<file path="src/rtl/tdc_hist_stat.sv">
// Windowed sum/min/max accumulator for the TDC Hamming-weight stream.
// Discards DISCARD flush samples after start, accumulates a window and holds the result.
module tdc_hist_stat #(
    parameter int unsigned N       = 64,
    parameter int unsigned HW_W    = $clog2(N) + 1,
    parameter int unsigned CNT_W   = 8,
    parameter int unsigned DISCARD = 2,
    parameter int unsigned SUM_W   = HW_W + CNT_W
) (
    input  logic               clk_capture,
    input  logic               rst,
    input  logic               en,
    input  logic [HW_W-1:0]    hw_in,
    input  logic               start,
    input  logic [CNT_W-1:0]   n_samples,
    output logic               busy,
    output logic               res_valid,
    input  logic               res_ready,
    output logic [SUM_W-1:0]   res_sum,
    output logic [HW_W-1:0]    res_min,
    output logic [HW_W-1:0]    res_max,
    output logic [CNT_W:0]     res_cnt,
    output logic               res_oor
);

    localparam int unsigned FL_W = (DISCARD > 0) ? $clog2(DISCARD + 1) : 1;

    localparam logic [1:0] ST_IDLE  = 2'd0;
    localparam logic [1:0] ST_FLUSH = 2'd1;
    localparam logic [1:0] ST_ACCUM = 2'd2;
    localparam logic [1:0] ST_HOLD  = 2'd3;

    logic [1:0]       state_q, state_d;
    logic [FL_W-1:0]  flush_q, flush_d;
    logic [CNT_W:0]   len_q, len_d;
    logic [CNT_W:0]   cnt_q, cnt_d;
    logic [SUM_W-1:0] sum_q, sum_d;
    logic [HW_W-1:0]  min_q, min_d;
    logic [HW_W-1:0]  max_q, max_d;
    logic             oor_q, oor_d;

    logic [SUM_W-1:0] res_sum_q, res_sum_d;
    logic [HW_W-1:0]  res_min_q, res_min_d;
    logic [HW_W-1:0]  res_max_q, res_max_d;
    logic [CNT_W:0]   res_cnt_q, res_cnt_d;
    logic             res_oor_q, res_oor_d;

    logic [SUM_W-1:0] sum_nx;
    logic [CNT_W:0]   cnt_nx;
    logic [HW_W-1:0]  min_nx;
    logic [HW_W-1:0]  max_nx;
    logic             oor_nx;

    always_comb begin
        state_d   = state_q;
        flush_d   = flush_q;
        len_d     = len_q;
        cnt_d     = cnt_q;
        sum_d     = sum_q;
        min_d     = min_q;
        max_d     = max_q;
        oor_d     = oor_q;
        res_sum_d = res_sum_q;
        res_min_d = res_min_q;
        res_max_d = res_max_q;
        res_cnt_d = res_cnt_q;
        res_oor_d = res_oor_q;

        // First sample of a window seeds min/max regardless of their cleared value.
        sum_nx = sum_q + SUM_W'(hw_in);
        cnt_nx = cnt_q + (CNT_W+1)'(1);
        min_nx = (cnt_q == '0 || hw_in < min_q) ? hw_in : min_q;
        max_nx = (cnt_q == '0 || hw_in > max_q) ? hw_in : max_q;
        oor_nx = oor_q | (hw_in > HW_W'(N));

        case (state_q)
            ST_IDLE: begin
                if (start) begin
                    len_d   = (n_samples == '0) ? {1'b1, {CNT_W{1'b0}}} : {1'b0, n_samples};
                    cnt_d   = '0;
                    sum_d   = '0;
                    min_d   = '0;
                    max_d   = '0;
                    oor_d   = 1'b0;
                    flush_d = FL_W'(DISCARD);
                    state_d = (DISCARD == 0) ? ST_ACCUM : ST_FLUSH;
                end
            end
            ST_FLUSH: begin
                if (en) begin
                    flush_d = flush_q - FL_W'(1);
                    if (flush_q == FL_W'(1)) begin
                        state_d = ST_ACCUM;
                    end
                end
            end
            ST_ACCUM: begin
                if (en) begin
                    sum_d = sum_nx;
                    cnt_d = cnt_nx;
                    min_d = min_nx;
                    max_d = max_nx;
                    oor_d = oor_nx;
                    if (cnt_nx == len_q) begin
                        res_sum_d = sum_nx;
                        res_min_d = min_nx;
                        res_max_d = max_nx;
                        res_cnt_d = cnt_nx;
                        res_oor_d = oor_nx;
                        state_d   = ST_HOLD;
                    end
                end
            end
            ST_HOLD: begin
                if (res_ready) begin
                    state_d = ST_IDLE;
                end
            end
            default: state_d = ST_IDLE;
        endcase
    end

    always_ff @(posedge clk_capture) begin
        if (rst) begin
            state_q   <= ST_IDLE;
            flush_q   <= '0;
            len_q     <= '0;
            cnt_q     <= '0;
            sum_q     <= '0;
            min_q     <= '0;
            max_q     <= '0;
            oor_q     <= 1'b0;
            res_sum_q <= '0;
            res_min_q <= '0;
            res_max_q <= '0;
            res_cnt_q <= '0;
            res_oor_q <= 1'b0;
        end else begin
            state_q   <= state_d;
            flush_q   <= flush_d;
            len_q     <= len_d;
            cnt_q     <= cnt_d;
            sum_q     <= sum_d;
            min_q     <= min_d;
            max_q     <= max_d;
            oor_q     <= oor_d;
            res_sum_q <= res_sum_d;
            res_min_q <= res_min_d;
            res_max_q <= res_max_d;
            res_cnt_q <= res_cnt_d;
            res_oor_q <= res_oor_d;
        end
    end

    assign busy      = (state_q == ST_FLUSH) || (state_q == ST_ACCUM);
    assign res_valid = (state_q == ST_HOLD);
    assign res_sum   = res_sum_q;
    assign res_min   = res_min_q;
    assign res_max   = res_max_q;
    assign res_cnt   = res_cnt_q;
    assign res_oor   = res_oor_q;

endmodule

</file>
<file path="config.mk">
export PLATFORM = sky130hd
export DESIGN_NAME = tdc_hist_stat
export DESIGN_NICKNAME = d
export VERILOG_FILES = /design/src/rtl/tdc_hist_stat.sv
export SDC_FILE = /design/constraint.sdc
export NUM_CORES = 1
export LEC_CHECK = 0
export BUFFER_PORTS_ARGS = -buffer_cell sky130_fd_sc_hd__buf_2
export CORE_UTILIZATION = 50
export DETAILED_ROUTE_END_ITERATION = 6
export GPL_TIMING_DRIVEN = 0
export HOLD_SLACK_MARGIN = 0.02
export PLACE_DENSITY = 0.67
export SLEW_MARGIN = 30
export SYNTH_ARGS = -nofsm -noshare
export SYNTH_HDL_FRONTEND = slang
export SYNTH_SLANG_ARGS = --single-unit
</file>
<file path="constraint.sdc">
create_clock -name clk_capture -period 2.9 [get_ports clk_capture]
set_input_delay 0 -clock clk_capture [delete_from_list [all_inputs] [get_ports clk_capture]]
set_output_delay 0 -clock clk_capture [all_outputs]
set_load 0.005 [all_outputs]
</file>
==> results.md, run 1 <==
* WHS at 0.04902 ns
* Starting density of the core at 51.97%
* CP max FO at 10
* Startpoint types: flop
* Worst min path class: in -> reg
* H-Tree Depth at 3
* Clock latency on the worst-skew pair at ~0.36 ns
* Crit end category: flop
* Clock buffer depth at 2
* Register area at between 1500 and 2000 sq um
* Wirelength per Cell at about 16 um
* Total track usage at between 20% and 30%
* Worst VDD drop at ~0.3 mV
* Fillers at about 860
* # DRC at 0
* Final Skew at 0.01193 ns
* Fin. max-slew vios at 0
* Routability cong. at about 0.9
* # rows at 35
* Fin crit period at about 2.7 ns
* Global-route wire length before repair at 20.18 mm
* Top FF cell, synth: dfxtp_1
* Post-DP HPWL at about 9 mm
* Setup-failing EPs final at 0
* Asr flop ratio synth at 0%
* Synth Warn # at 0
* Worst endpoint required time at about 3.1 ns
* Vias post-DR at approximately 4400
* Share of layout cells above drive strength 1 at between 10% and 20%
* Max Fclk at ~370 MHz
* Slew @ Worst Pin at between 0.9 and 1 ns
* Total wire length at between 10 and 15 mm
* Arrival @ worst endpoint at 2.94 ns
* Area of the multi-input gates at 2745 sq um
* DRT iter0 DRCs at 268
* Crit share post-route at between 90% and 100%
* Drt via density at around 5.6
* Syn Std Cell Area at slightly below 5000 sq um
* I/O Buffers at 60
* DRT Pass-1 Iters at 5
* R2R depth at 11
* Clk root buf: clkbuf_8
* Hold depth at 3
* RSZ-0062 raised after global routing: no
* DR WL met2 at about 5.6 mm
* Initial antenna violation count at 0
* Post-route ant nets at 0
* Congestion Overflow GR at 0
* Max cap viols at 0
* Setup tns final at 0 ns
* Leakage at roughly 2.2 nW
* Largest net degree at the start of global routing at 15
* Commonest cells after routing, fill and taps aside: nor2_1, dfxtp_1, buf_2
* Synth unique cells at 60
* Synth Register Bits at 91
* Sink Count at between 90 and 100
* M1 WL at approximately 6.1 mm
* Num ports at just over 60
* Pwr per Cell Area at about 560 nW/um^2
* Synthesized Nets at slightly above 600
* Syn avg cell area at approximately 8.6 sq um
* Sequential cell area fraction in the yosys report at 37.76%
* Commonest non-fill, non-tap cell in the layout: nor2_1
* Vias in the first global route at 4148
* EDFF count, synth at 0
* Highest metal layer with signal wires: met4
* P&R area growth vs syn at 18.54%
* Status: complete, no violations
* TritonCTS clock tree: done
* Mapped Cells at approximately 560
* Core area at 9284 sq um
* Die X-Extent at roughly 100 um
* Ant diodes at 0
* TritonCTS Buffers at 9
* Final Hold Viols at 0
* Die area at roughly 10000 sq um
* Nets at between 600 and 700
* Max-Slew Margin vs Limit at between 30% and 40%
* DIE HEIGHT at between 100 and 150 um
* Register clock-pin slew on the reported worst setup and hold paths at ~0.08 ns
* Routed wl met3 at between 300 and 400 um
* Critical path class: reg -> reg
[per-layer routing]
layer	global-route usage, %	vias up
li1	-	2180
met1	34.61	2117
met2	41.04	102
met3	3.064	22
met4	10.26	0
met5	0	-
[registers in the layout, indices dropped and copies added (netlist names), 7 cells and up]
signal   flops
res_max      7
sum_q       15
max_q        7
res_cnt      9
len_q        9
cnt_q        9
res_sum     15
res_min      7
min_q        7
[synthesized netlist by cell type (all sizes together) (3+ instances only)]
cell | n | share of area [%]
a211oi | 24 | 4.8
a21o | 4 | 0.62
a21oi | 32 | 3.3
a22o | 7 | 1.3
a22oi | 14 | 2.2
a311oi | 7 | 1.3
a31oi | 4 | 0.65
and3 | 7 | 0.91
buf | 12 | 1.9
clkbuf | 21 | 1.7
dfxtp | 91 | 38
ha | 27 | 7.0
inv | 26 | 2.0
mux2i | 19 | 3.9
nand2 | 39 | 3.0
nand3 | 23 | 2.7
nand4 | 4 | 0.52
nor2 | 91 | 7.1
nor2b | 4 | 0.52
nor3 | 13 | 1.5
nor4 | 5 | 0.65
o21a | 5 | 0.78
o21ai | 22 | 2.3
o32ai | 7 | 1.3
or3 | 3 | 0.39
xnor2 | 22 | 4.0
xor2 | 5 | 0.91
[timing repair]
item	CTS	global route
gates resized for setup	0	4
setup buffers	0	2
hold endpoints to repair	24	0
setup endpoints to repair	0	39
hold buffers	15	0
[final cells by class]
class,instances,share of cell area [%]
Multi-Input combinational cell,414,48.00
Clock buffer,11,2.297
Timing Repair Buffer,77,8.138
Tap cell,129,2.822
Clock inverter,5,2.188
Buffer,32,2.953
Inverter,26,1.706
Sequential cell,91,31.90
[critical path, stage by stage (launching register included)]
cell and delay (ns):
dfxtp_1 0.44, ha_1 0.33, nand3_4 0.14, or3_1 0.39, o21ai_0 0.16, a21bo_1 0.15, and4b_1 0.24, buf_2 0.15
buf_6 0.15, buf_8 0.17, mux2i_1 0.20, nor2_1 0.06
[power by group]
part | switching [mW] | internal (mW) | total (mW)
Sequential | 0.0583 | 1.32 | 1.37
Combinational | 0.465 | 0.270 | 0.735
Clock | 0.446 | 0.660 | 1.11
[metrics by stage]
step / setup WS (ns) / power [mW] / area [sq um] / util [%] / cells
finish: 0.1837 / 3.215 / 5719 / 61.60 / 785
global route: 0.02362 / 3.376 / 5719 / 61.60 / 785
CTS: 0.01317 / 3.223 / 5693 / 61.32 / 784
detailed placement: 0.05414 / 2.109 / 5286 / 56.94 / 753
global placement: 0.06625 / 2.082 / 5286 / 56.94 / 753
floorplan: 0.4474 / 1.893 / 4825 / - / 564
[final timing paths]
kind,from,to,slack [ns]
worst min register to register,len_q[0]$_SDFFE_PP0P_,len_q[0]$_SDFFE_PP0P_,0.48
worst max register to register,cnt_q[1]$_SDFFE_PP0P_,res_cnt[0]$_SDFFE_PP0P_,0.18
worst max-delay path,cnt_q[1]$_SDFFE_PP0P_,res_cnt[0]$_SDFFE_PP0P_,0.18
worst min-delay path,hw_in[1],max_q[1]$_SDFFE_PP0P_,0.05
[kinds of logic (layout without fill, tap and decap cells)]
| family | count (synthesis) | count (layout) | synth area share, % |
|---|---|---|---|
| buf+inv | 59 | 151 | 5.601 |
| fa+ha+maj | 29 | 29 | 7.624 |
| compound gates | 141 | 141 | 21.37 |
| flops | 91 | 91 | 37.76 |
| simple gates | 197 | 197 | 18.57 |
| xor+xnor | 27 | 27 | 4.901 |
| mux | 20 | 20 | 4.175 |
Note: power is estimated with default switching activity, not from simulation.
==> run 2: changes to the inputs <==
--- a/config.mk
+++ b/config.mk
@@ -11,6 +11,7 @@
 export GPL_TIMING_DRIVEN = 0
 export HOLD_SLACK_MARGIN = 0.02
 export PLACE_DENSITY = 0.67
+export RECOVER_POWER = 100
 export SLEW_MARGIN = 30
 export SYNTH_ARGS = -nofsm -noshare
 export SYNTH_HDL_FRONTEND = slang
==> run 2 against run 1 <==
Via count up 0.41%. Worst setup slack worse by 0.021 ns. Register-to-register slack worse by 0.02 ns. Critical endpoint is now res_min[0]$_SDFFE_PP0P_. Clock power about the same. Hold slack worse by 0.0019 ns. Largest power group unchanged. Sequential power about the same. Design area down 1.1%. Count of clock-buffer cells in the layout unchanged. Sequential share of layout area up 0.37 points. Critical path depth down 1. Cell count unchanged.
==> results.md, run 2 (synthesized netlist as in run 1, its figures left out) <==
* Sink Count at 91
* Commonest cells after routing, fill and taps aside: nor2_1, dfxtp_1, buf_2
* Internal power at approximately 2.2 mW
* Arrival @ worst endpoint at 3.01 ns
* Max Fclk at between 300 and 400 MHz
* Nets at between 600 and 700
* Crit path max-delay family: simple AND/OR/NAND/NOR gates
* Startpoint types: flop
* Register area at ~1800 sq um
* Status: complete, no violations
* Final Hold Viols at 0
* Drt via density at approximately 5.7
* Post-DP HPWL at about 9 mm
* Largest net degree at the start of global routing at 15
* Leakage at 2.143 nW
* Num ports at 61
* Final Skew at roughly 0.011 ns
* CP max FO at 10
* Vias in the first global route at approximately 4100
* # DRC at 0
* Clock power share at roughly a third
* Max cap viols at 0
* Comb power frac at between 20% and 30%
* TritonCTS Buffers at 9
* Worst endpoint required time at between 3 and 4 ns
* Pwr per Cell Area at between 500 and 600 nW/um^2
* Wirelength per Cell at 15.82 um
* Worst VDD drop at around 0.3 mV
* Sequential power share at roughly 43%
* Routability cong. at roughly 0.9
* Clk root buf: clkbuf_8
* DIE HEIGHT at between 100 and 150 um
* Critical path class: reg -> reg
* Initial antenna violation count at 0
* I/O Buffers at 60
* Total wire length at around 12 mm
* GR Util met1 at 34.61%
* GRT busiest layer: met2
* Grt met2 use at between 40 and 50%
* Fin. max-slew vios at 0
* TritonCTS clock tree: done
* Register clock-pin slew on the reported worst setup and hold paths at around 0.090 ns
* Final Util at around 60%
* Ant diodes at 0
* H-Tree Depth at 3
* RSZ-0062 raised after global routing: no
* P&R area growth vs syn at 17.19%
* Total track usage at between 20% and 30%
* Setup-failing EPs final at 0
* Die X-Extent at around 100 um
* # rows at 35
* Worst path most repeated cell: buf_2
* CP Cell Sequence: ha_1 > nand3_4 > or3_1 > a41oi_1 > a21bo_1 > and4b_1 > buf_2 > buf_6 > buf_2 > a211oi_1
* Clock latency on the worst-skew pair at 0.36 ns
* Die area at 10050 sq um
* Congestion Overflow GR at 0
* Setup slack after layout at between 0.15 and 0.2 ns
* Commonest non-fill, non-tap cell in the layout: nor2_1
* Starting density of the core at 51.97%
* Worst min path class: in -> reg
* Buffers & Inverters on Critical Path at 3
* Total chip power at between 3 and 4 mW
* R2R Setup Slk at 0.16 ns
* Crit end category: flop
* DP Worst Slack at about 0.054 ns
* Clock buffer depth at 2
* CP max-delay cell: dfxtp_1
* Sw Ratio at a little under a third
* Setup tns final at 0 ns
* DRT Pass-1 Iters at 5
* Crit share post-route at 94.38%
* DRT iter0 DRCs at ~270
* Vias post-DR at roughly 4400
* Post-route ant nets at 0
* Global-route wire length before repair at between 20 and 25 mm
* Slowest stage delay, CP at about 0.43 ns
* Core area at just over 9000 sq um
* Fillers at 880
* Area of the multi-input gates at between 2000 and 3000 sq um
* Slew @ Worst Pin at between 0.8 and 0.9 ns
* Share of layout cells above drive strength 1 at 13.41%
* Psw at just under 1 mW
* Fin crit period at approximately 2.7 ns
* Max-Slew Margin vs Limit at about 40%
* Met3 usage at 3.064%
[run 2: changes by cell type in the layout (fill, tap and decap cells not counted), sizes merged]
cell,previous run,this run
buf,74,58
clkbuf,31,47
[run 2: repair_timing]
item,CTS,global route
setup endpoints to repair,0,39
endpoints found under the hold margin,24,0
hold buffers,15,0
buffers inserted,0,2
resized for setup,0,4
[run 2: layout make-up]
type / count / share of cell area [%]
plain buffers: 32 / 2.810
clock buffers: 11 / 2.324
clock inverters: 5 / 2.213
inverters: 26 / 1.726
multi-input cells: 414 / 47.89
flip-flops and latches: 91 / 32.26
well taps: 129 / 2.855
repair buffers: 77 / 7.922
[run 2: per-layer routing]
layer | vias to the layer above | part of all wire, %
li1 | 2180 | -
met1 | 2110 | 48
met2 | 127 | 46
met3 | 22 | 4.2
met4 | 0 | 2.4
met5 | - | 0
[run 2: metrics by stage]
| step | std cells | hold WS [ns] | cell area (sq um) |
|---|---|---|---|
| 5_1_grt | 785 | 0.06406 | 5654 |
| 3_5_place_dp | 753 | 0.2923 | 5286 |
| 6_report | 785 | 0.04713 | 5654 |
| 2_1_floorplan | 564 | 0.1329 | 4825 |
| 4_1_cts | 784 | 0.03743 | 5693 |
| 3_3_place_gp | 753 | 0.2907 | 5286 |
[run 2: worst register-to-register path, cell delays in order (launching register included)]
cell and delay [ns]:
dfxtp_1 0.43, ha_1 0.33, nand3_4 0.14, or3_1 0.38
a41oi_1 0.20, a21bo_1 0.24, and4b_1 0.21, buf_2 0.15
buf_6 0.14, buf_2 0.21, a211oi_1 0.23
[run 2: power groups by stage]
| stage | Combinational [mW] | Sequential [mW] | Clock (mW) |
|---|---|---|---|
| floorplan | 0.505 | 1.39 | 0 |
| global placement | 0.684 | 1.40 | 0 |
| detailed placement | 0.706 | 1.40 | 0 |
| CTS | 0.726 | 1.37 | 1.12 |
| global route | 0.815 | 1.38 | 1.17 |
| finish | 0.733 | 1.37 | 1.11 |
[run 2: path summary, 6_finish.rpt]
| path | depth (start not counted) | from | endpoint |
|---|---|---|---|
| worst max-delay path | 10 | cnt_q[1]$_SDFFE_PP0P_ | res_min[0]$_SDFFE_PP0P_ |
| worst min-delay path | 3 | hw_in[1] | max_q[1]$_SDFFE_PP0P_ |
| worst max register to register | 10 | cnt_q[1]$_SDFFE_PP0P_ | res_min[0]$_SDFFE_PP0P_ |
| worst min register to register | 2 | len_q[1]$_SDFFE_PP0P_ | len_q[1]$_SDFFE_PP0P_ |
==> run 3: changes to the inputs <==
--- a/config.mk
+++ b/config.mk
@@ -6,11 +6,13 @@
 export NUM_CORES = 1
 export LEC_CHECK = 0
 export BUFFER_PORTS_ARGS = -buffer_cell sky130_fd_sc_hd__buf_2
-export CORE_UTILIZATION = 50
+export CELL_PAD_IN_SITES_DETAIL_PLACEMENT = 0
+export CELL_PAD_IN_SITES_GLOBAL_PLACEMENT = 1
+export CORE_UTILIZATION = 44
 export DETAILED_ROUTE_END_ITERATION = 6
 export GPL_TIMING_DRIVEN = 0
 export HOLD_SLACK_MARGIN = 0.02
-export PLACE_DENSITY = 0.67
+export PLACE_DENSITY = 0.77
 export RECOVER_POWER = 100
 export SLEW_MARGIN = 30
 export SYNTH_ARGS = -nofsm -noshare
==> run 3 against run 2 <==
Wire length is 1.8% higher. Cell count up 0.76%. Sequential power barely moved.
==> results.md, run 3 (synthesized netlist as in run 1, its figures left out) <==
* Setup slack after layout at ~0.19 ns
* Fin crit period at roughly 2.7 ns
* CP max-delay cell: dfxtp_1
* P&R area growth vs syn at 18.36%
* Crit share post-route at between 90% and 100%
* Reg2reg start: cnt_q[4]$_SDFFE_PP0P_
* DRT iter0 DRCs at just over 200
* Setup tns final at 0 ns
* Sink Count at 91
* Final cell count without fillers at about 790
* Post-CTS setup repair buffer count at 0
* RSZ-0062 raised after global routing: no
* CP Cell Sequence: nand2_2 > nor3_4 > mux2_2 > a221oi_1 > and4b_1 > buf_2 > buf_6 > buf_8 > mux2i_1 > nor2_1
* Vias post-DR at between 4000 and 5000
* # DRC at 0
* Setup-failing EPs final at 0
* Placed cell area at between 5000 and 6000 sq um
* Vias in the first global route at 4199
* Starting density of the core at between 40% and 50%
* TritonCTS clock tree: done
* Final Cell Area at between 5000 and 6000 sq um
* Commonest cells after routing, fill and taps aside: nor2_1, dfxtp_1, buf_2
* TritonCTS Buffers at 9
* H-Tree Depth at 3
* Global-route wire length before repair at 20.76 mm
* Worst min path class: in -> reg
* Initial antenna violation count at 0
* Hold Crit Start: en
* Crit end category: flop
* Final Skew at about 0.013 ns
* Largest net degree at the start of global routing at 15
* Clk root buf: clkbuf_8
* Leakage at between 2 and 2.5 nW
* DP Worst Slack at between 0.02 and 0.03 ns
* WHS at about 0.11 ns
* Register clock-pin slew on the reported worst setup and hold paths at ~0.10 ns
* Fin. max-slew vios at 0
* Commonest non-fill, non-tap cell in the layout: nor2_1
* Wirelength per Cell at around 16 um
* Die area at ~11000 sq um
* Final Util at about 55%
* Worst endpoint required time at around 3.1 ns
* DRT Pass-1 Iters at 5
* Slew @ Worst Pin at roughly 0.86 ns
* CP max FO at 10
* Nets at around 700
* I/O Buffers at 60
* Post-DP HPWL at between 9 and 10 mm
* Total chip power at ~3.2 mW
* Final Hold Viols at 0
* Max Fclk at 369.2 MHz
* Clock latency on the worst-skew pair at roughly 0.36 ns
* Routability cong. at 0.7934
* Buffers & Inverters on Critical Path at 3
* R2R depth at 10
* # rows at 37
* Congestion Overflow GR at 0
* Slowest stage delay, CP at around 0.47 ns
* Hold path endpoint: flush_q[0]$_SDFFE_PP0P_
* Arrival @ worst endpoint at about 3 ns
* Clock buffer depth at 2
* Die X-Extent at about 110 um
* Max-Slew Margin vs Limit at between 40% and 50%
* R2R Path End: res_sum[4]$_SDFFE_PP0P_
* Core area at ~10000 sq um
* Status: complete, no violations
* Startpoint types: flop
* Crit path max-delay family: simple AND/OR/NAND/NOR gates
* Share of layout cells above drive strength 1 at 14.66%
* Ant diodes at 0
* Total wire length at about 13 mm
* Placed cell count at between 700 and 800
* Total track usage at 23.34%
* Max cap viols at 0
* Pwr per Cell Area at between 500 and 600 nW/um^2
* Num ports at 61
* Post-route ant nets at 0
* Hold depth at 4
* DIE HEIGHT at approximately 110 um
* Worst VDD drop at roughly 0.46 mV
* Critical path class: reg -> reg
* R2R Setup Slk at around 0.19 ns
* Drt via density at around 5.5
run 3: cell count changes in the layout (fill, tap and decap cells not counted), moves of 2 or more:
cell	before	now
a211oi_2	4	10
a211oi_1	20	14
clkbuf_1	35	33
buf_2	50	53
buf_4	4	2
clkbuf_2	3	1
run 3: timing repair:
action	4_1_cts	5_1_grt
endpoints found under the setup margin	9	31
pin swaps	0	1
resized for setup	1	6
hold buffers	16	0
hold endpoints to repair	28	0
run 3: layer usage:
| layer | vias to the layer above | global-route usage (%) | part of all wire, % |
|---|---|---|---|
| li1 | 2176 | - | - |
| met1 | 2036 | 31.69 | 49 |
| met2 | 119 | 36.68 | 44 |
| met3 | 18 | 5.471 | 4.6 |
| met4 | 0 | 7.045 | 1.7 |
| met5 | - | 0 | 0 |
run 3: worst max path at each step:
stage | startpoint | endpoint | slack [ns] | cells past startpoint
6_report | cnt_q[4]$_SDFFE_PP0P_ | res_sum[4]$_SDFFE_PP0P_ | 0.19 | 10
5_1_grt | cnt_q[4]$_SDFFE_PP0P_ | res_sum[5]$_SDFFE_PP0P_ | 0.0006 | 10
4_1_cts | cnt_q[6]$_SDFFE_PP0P_ | res_cnt[0]$_SDFFE_PP0P_ | 0.06 | 11
3_5_place_dp | cnt_q[0]$_SDFFE_PP0P_ | res_sum[4]$_SDFFE_PP0P_ | 0.03 | 10
3_3_place_gp | cnt_q[0]$_SDFFE_PP0P_ | res_cnt[1]$_SDFFE_PP0P_ | 0.01 | 10
2_1_floorplan | cnt_q[0]$_SDFFE_PP0P_ | res_sum[6]$_SDFFE_PP0P_ | 0.45 | 11
run 3: worst register-to-register path: stages, from the launching register on:
cell,delay (ns)
dfxtp_1,0.47
nand2_2,0.15
nor3_4,0.29
mux2_2,0.36
a221oi_1,0.27
and4b_1,0.27
buf_2,0.16
buf_6,0.16
buf_8,0.17
mux2i_1,0.20
nor2_1,0.05
run 3: where the power goes:
group	internal, mW	total [mW]	switching [mW]
Combinational	0.268	0.731	0.463
Sequential	1.32	1.38	0.0598
Clock	0.598	1.05	0.453
Total	2.18	3.16	0.976
run 3: final cells by class:
type | instances | area [sq um]
multi-input combinational | 414 | 2761
clock buffer | 12 | 145.1
sequential | 91 | 1824
fill | 1051 | 4752
clock inverter | 4 | 97.59
inverter | 26 | 97.59
timing repair buffer | 76 | 445.4
tap | 136 | 170.2
buffer | 32 | 168.9
